## src/rtl/lbist_scan_ctrl.sv

```systemverilog
// lbist_scan_ctrl: logic BIST sequencer with LFSR stimulus and MISR signature.
// Optional mismatch counter against ref_po: define LBIST_MISMATCH_CNT_EN.
module lbist_scan_ctrl #(
  parameter int unsigned PI_W      = 36,
  parameter int unsigned PO_W      = 39,
  parameter int unsigned CHAINS    = 1,
  parameter int unsigned CHAIN_LEN = 228,
  parameter int unsigned PATTERNS  = 1024,
  parameter logic [63:0] SEED      = 64'h0000_0000_ACE1_0001,
  parameter logic [63:0] GOLDEN    = 64'h0
) (
  input  logic              CK,
  input  logic              RSTN,
  input  logic              start,
  input  logic              abort,
  output logic [PI_W-1:0]   pi,
  input  logic [PO_W-1:0]   po,
  output logic              scan_en,
  output logic [CHAINS-1:0] scan_in,
  input  logic [CHAINS-1:0] scan_out,
  output logic              busy,
  output logic              done,
  output logic              pass,
  output logic [63:0]       signature,
  input  logic [PO_W-1:0]   ref_po,
  output logic [31:0]       err_cnt
);

  localparam logic [2:0] IDLE    = 3'd0;
  localparam logic [2:0] SHIFT   = 3'd1;
  localparam logic [2:0] CAPTURE = 3'd2;
  localparam logic [2:0] COMPARE = 3'd3;
  localparam logic [2:0] DONE    = 3'd4;

  localparam int unsigned SCW = $clog2(CHAIN_LEN);
  localparam int unsigned PCW = $clog2(PATTERNS + 1);

  localparam logic [SCW-1:0] LAST_SH = SCW'(CHAIN_LEN - 1);
  localparam logic [PCW-1:0] NPAT    = PCW'(PATTERNS);

  // x^64+x^63+x^61+x^60+1, Fibonacci form, shifting left
  function automatic logic [63:0] step(input logic [63:0] v);
    return {v[62:0], v[63] ^ v[62] ^ v[60] ^ v[59]};
  endfunction

  logic [2:0]     state_q, state_d;
  logic [63:0]    lfsr_q, lfsr_d;
  logic [63:0]    misr_q, misr_d;
  logic [SCW-1:0] sh_q, sh_d;
  logic [PCW-1:0] pat_q, pat_d;
  logic           pass_q, pass_d;
  logic           done_q, done_d;

  logic run_req;
  assign run_req = start && (state_q == IDLE || state_q == DONE);

  // Next-state logic for the sequencer, LFSR, MISR and counters
  always_comb begin
    state_d = state_q;
    lfsr_d  = lfsr_q;
    misr_d  = misr_q;
    sh_d    = sh_q;
    pat_d   = pat_q;
    pass_d  = pass_q;
    if (abort) begin
      state_d = IDLE;
      pass_d  = 1'b0;
    end else begin
      unique case (state_q)
        IDLE, DONE: begin
          if (start) begin
            state_d = SHIFT;
            lfsr_d  = SEED;
            misr_d  = '0;
            sh_d    = '0;
            pat_d   = '0;
            pass_d  = 1'b0;
          end
        end
        SHIFT: begin
          lfsr_d = step(lfsr_q);
          if (pat_q != '0) begin
            misr_d = step(misr_q) ^ 64'(scan_out);
          end
          if (sh_q == LAST_SH) begin
            sh_d    = '0;
            state_d = (pat_q < NPAT) ? CAPTURE : COMPARE;
          end else begin
            sh_d = sh_q + SCW'(1);
          end
        end
        CAPTURE: begin
          lfsr_d  = step(lfsr_q);
          misr_d  = step(misr_q) ^ 64'(po);
          pat_d   = pat_q + PCW'(1);
          sh_d    = '0;
          state_d = SHIFT;
        end
        COMPARE: begin
          pass_d  = (misr_q == GOLDEN);
          state_d = DONE;
        end
        default: state_d = IDLE;
      endcase
    end
  end

  // done goes high one cycle after settling in DONE, drops on leaving it
  always_comb begin
    done_d = (state_q == DONE) && (state_d == DONE);
  end

  // Sequencer state registers
  always_ff @(posedge CK or negedge RSTN) begin
    if (!RSTN) begin
      state_q <= IDLE;
      lfsr_q  <= SEED;
      misr_q  <= '0;
      sh_q    <= '0;
      pat_q   <= '0;
      pass_q  <= 1'b0;
      done_q  <= 1'b0;
    end else begin
      state_q <= state_d;
      lfsr_q  <= lfsr_d;
      misr_q  <= misr_d;
      sh_q    <= sh_d;
      pat_q   <= pat_d;
      pass_q  <= pass_d;
      done_q  <= done_d;
    end
  end

`ifdef LBIST_MISMATCH_CNT_EN
  logic [31:0] err_q, err_d;

  // Count captures where the DUT disagrees with the reference model
  always_comb begin
    err_d = err_q;
    if (abort) begin
      err_d = err_q;
    end else if (run_req) begin
      err_d = '0;
    end else if (state_q == CAPTURE && (po ^ ref_po) != '0
                 && err_q != 32'hFFFF_FFFF) begin
      err_d = err_q + 32'd1;
    end
  end

  // Mismatch counter register
  always_ff @(posedge CK or negedge RSTN) begin
    if (!RSTN) err_q <= '0;
    else       err_q <= err_d;
  end

  assign err_cnt = err_q;
`else
  logic unused_ref;
  logic unused_req;
  assign unused_ref = ^ref_po;
  assign unused_req = run_req;
  assign err_cnt    = '0;
`endif

  // Drive DUT stimulus straight from the LFSR
  always_comb begin
    pi = lfsr_q[PI_W-1:0];
    for (int c = 0; c < int'(CHAINS); c++) begin
      scan_in[c] = lfsr_q[63-c];
    end
  end

  assign scan_en   = (state_q == SHIFT);
  assign busy      = (state_q == SHIFT) || (state_q == CAPTURE)
                  || (state_q == COMPARE);
  assign done      = done_q;
  assign pass      = pass_q;
  assign signature = misr_q;

endmodule

```

## config.mk

```make
export PLATFORM = sky130hd
export DESIGN_NAME = lbist_scan_ctrl
export DESIGN_NICKNAME = d
export VERILOG_FILES = /design/src/rtl/lbist_scan_ctrl.sv
export SDC_FILE = /design/constraint.sdc
export NUM_CORES = 1
export LEC_CHECK = 0
export ABC_AREA = 1
export BUFFER_PORTS_ARGS = -buffer_cell sky130_fd_sc_hd__buf_2
export CAP_MARGIN = 30
export CORE_ASPECT_RATIO = 1.25
export CORE_MARGIN = 4
export CORE_UTILIZATION = 25
export DETAILED_ROUTE_END_ITERATION = 8
export SYNTH_ARGS = -nofsm -noshare
export SYNTH_HDL_FRONTEND = slang
export SYNTH_SLANG_ARGS = --single-unit
```

## constraint.sdc

```tcl
create_clock -name CK -period 5.33 [get_ports CK]
set_clock_uncertainty 0.1 [all_clocks]
set_input_delay 1.066 -clock CK [delete_from_list [all_inputs] [get_ports CK]]
set_output_delay 1.066 -clock CK [all_outputs]
set_load 0.05 [all_outputs]
```

==> impl_metrics.csv <==
group,metric,value,unit
critical_path,timing.rr.start,"state_q[0]",
clock_tree,clock_sinks,152,
drt,wl_per_cell,12.71,um
clock_tree,cts_max_level,4,
drt,drt_wl_total,18680,um
clock_tree,numCtsBuffers,17,
pwr,ir_drop,0.1647,mV
yosys,ys_seq_elements,152,
critical_path,r2r-end,"lfsr_q[34]",
yosys,avgSynthCellArea,8.220,sq um
worst_hold_path,hold_depth,2,
critical_path,end_kind,"output port",
sta,rsz0062_at_grt,"false",
sta,max_freq,301.1,MHz
drt,vias,6360,
worst_hold_path,holdPathEnd,"lfsr_q[31]",
place,dpl.hpwl,12300,um
clock_tree,clk_latency,0.43,ns
floorplan,core_area,31080,sq um
sta,setup_viol,0,
floorplan,start_util,0.2539,
critical_path,crit_fanout,44,
layout,layout-drive-gt1-share,0.2023,
global_route,grt_usage,0.1089,
clock_tree,cts_resized,0,
global_route,overflow,0,
sta,final.min_clock_period,3.321,ns
yosys,synth_cell_types,29,
sta,setup_tns,0,ns
layout,num-nets-final,1137,
sta,fin_crit_sh,0.6231,
drt,drc,0,
floorplan,rows,72,
clock_tree,clk_path_buf_depth,2,
status,status,"completed",
sta,maxSlewViolCount,0,
pwr,pwr_density_cell,306.1,nW/um^2
layout,antennaDiodeCount,0,
global_route,grt_pass1_vias,6037,
place,port_buffers,148,
job,drv_cap,0,
critical_path,reg2reg_depth,10,
yosys,synth_cells,960,
floorplan,die_y,206.6,um
critical_path,cp.required,4.16,ns
clock_tree,post-cts-setup-buffers,0,
layout,area_growth,16.32,%
pwr,leakage,4.484,nW
floorplan,dieArea,34490,sq um
clock_tree,postCtsHoldBufs,0,
drt,firstDrtPassIters,5,
floorplan,die_x,166.9,um
critical_path,rrSetupSlack,2.47,ns
clock_tree,cts_tree,"built",
drt,viasPerCell,4.327,
clock_tree,root_buffer,"clkbuf_16",
global_route,grt_max_degree,85,
place,pre_cts_ws,2.058,ns
sta,slew_headroom,0.4055,
sta,finalHoldViolCount,0,
global_route,antenna_found_initial,0,
worst_hold_path,hp-start,"lfsr_q[31]",
critical_path,critPathArrivalTime,2.16,ns
critical_path,crit_path_start_kind,"register",
sta,fin_ws,2.009,ns
clock_tree,clk_pin_slew,0.08,ns
global_route,grt_pass1_wl,31070,um
layout,final.fill_count,3336,
sta,max_slew.worst_pin.slew,0.8917,ns
yosys,synth_warnings,0,
critical_path,worstSetupPathType,"reg2out",
drt,drtIter0Drc,392,
yosys,ys_seq_area_frac,0.4834,
yosys,synth_area,7891,sq um
drt,ant_nets,0,
worst_hold_path,hp-class,"reg2reg",
floorplan,ios,220,
place,gp_congestion,0.7824,
## routing by layer
metal	vias to the layer above	wire length [um]	GRT usage
met4	0	261	0.03128
met3	20	1296	0.03371
li1	3203	-	-
met2	192	8638	0.1762
met5	-	0	0
met1	2945	8486	0.1415
## worst max-delay path, stage by stage, from the launching register on
cell	delay, ns
dfrtp_1	0.42
inv_2	0.09
nand3_2	0.10
inv_1	0.23
buf_4	0.50
buf_2	0.36
## registers in the layout, summed over array words and instances, names as in the netlist
name and flops:
pass 1, lfsr_q 64, pat_q 11, done 1, state_q 3, sh_q 8
signature 64
## logic make-up after synthesis
group	after synthesis	share of synthesized area
compound gates	187	0.1341
other cells	1	0.0004752
xor+xnor	41	0.04551
simple gates	418	0.2112
fa+ha+maj	4	0.006342
flops	152	0.4834
buf+inv	157	0.1189
## cells in the final DEF (no fill, tap or decap), types with 2 or more instances in the layout
cell type / instances
nand3_1: 24
xor2_1: 39
buf_4: 7
clkinv_4: 3
inv_6: 3
or2_2: 2
nor3_1: 2
inv_2: 3
nand2_4: 2
inv_1: 38
o21ai_2: 5
a22oi_1: 40
inv_8: 5
nand3_2: 2
o21ai_1: 29
nor2_1: 67
a21oi_1: 4
conb_1: 32
buf_2: 147
clkbuf_16: 17
nand4_1: 15
nand2_1: 300
dfrtp_1: 143
dfstp_2: 9
o21ai_0: 107
ha_1: 4
xnor2_1: 2
nor2_2: 2
clkinv_8: 4
## cell usage after synthesis (all sizes together)
| cell type | count | area, sq um |
|---|---|---|
| a21oi | 4 | 20.02 |
| a22oi | 40 | 300.3 |
| a31oi | 1 | 6.260 |
| buf | 89 | 681.9 |
| clkbuf | 27 | 102.6 |
| conb | 1 | 3.750 |
| dfrtp | 143 | 3578 |
| dfstp | 9 | 236.5 |
| ha | 4 | 50.05 |
| inv | 41 | 153.9 |
| nand2 | 303 | 1142 |
| nand3 | 26 | 140.1 |
| nand4 | 15 | 93.84 |
| nor2 | 70 | 267.8 |
| nor3 | 2 | 10.01 |
| o21ai | 141 | 724.4 |
| o31ai | 1 | 7.510 |
| or2 | 2 | 12.51 |
| xnor2 | 2 | 17.52 |
| xor2 | 39 | 341.6 |
## worst max path at each step
stage	from	to	slack, ns	cells past startpoint
2_1_floorplan	state_q[2]	scan_en	2.88	4
3_3_place_gp	start	signature[0]	2.10	11
3_5_place_dp	start	signature[40]	2.06	9
4_1_cts	state_q[2]	scan_en	1.98	5
5_1_grt	state_q[2]	scan_en	1.87	5
6_report	state_q[2]	scan_en	2.01	5
## power breakdown
| group | internal [mW] | leakage (nW) | total (mW) | switching, mW |
|---|---|---|---|---|
| clock | 0.634 | 0.293 | 1.22 | 0.587 |
| combinational | 0.0705 | 2.10 | 0.370 | 0.299 |
| sequential | 1.19 | 2.09 | 1.22 | 0.0258 |
| total | 1.90 | 4.48 | 2.81 | 0.912 |
## through the flow
step / power (mW) / cell area [sq um] / util / hold slack, ns / std cells
after floorplan: 1.569 / 8008 / - / 0.3522 / 991
after global placement: 1.607 / 8552 / 0.2752 / 0.3639 / 1437
after detailed placement: 1.615 / 8579 / 0.2760 / 0.3672 / 1438
after CTS: 2.867 / 9179 / 0.2953 / 0.3805 / 1470
after global routing: 2.944 / 9179 / 0.2953 / 0.3953 / 1470
final: 2.810 / 9179 / 0.2953 / 0.3769 / 1470
## layout make-up
class                   count  area, sq um  share of cell area
inverters                  41        153.9             0.01677
well taps                 407        509.2             0.05548
multi-input cells         682         3274              0.3567
clock inverters            15        173.9             0.01895
flip-flops and latches    152         3815              0.4156
clock buffers              17        425.4             0.04635
repair buffers            156        827.0             0.09010
Note: power is estimated with default switching activity, not from simulation.
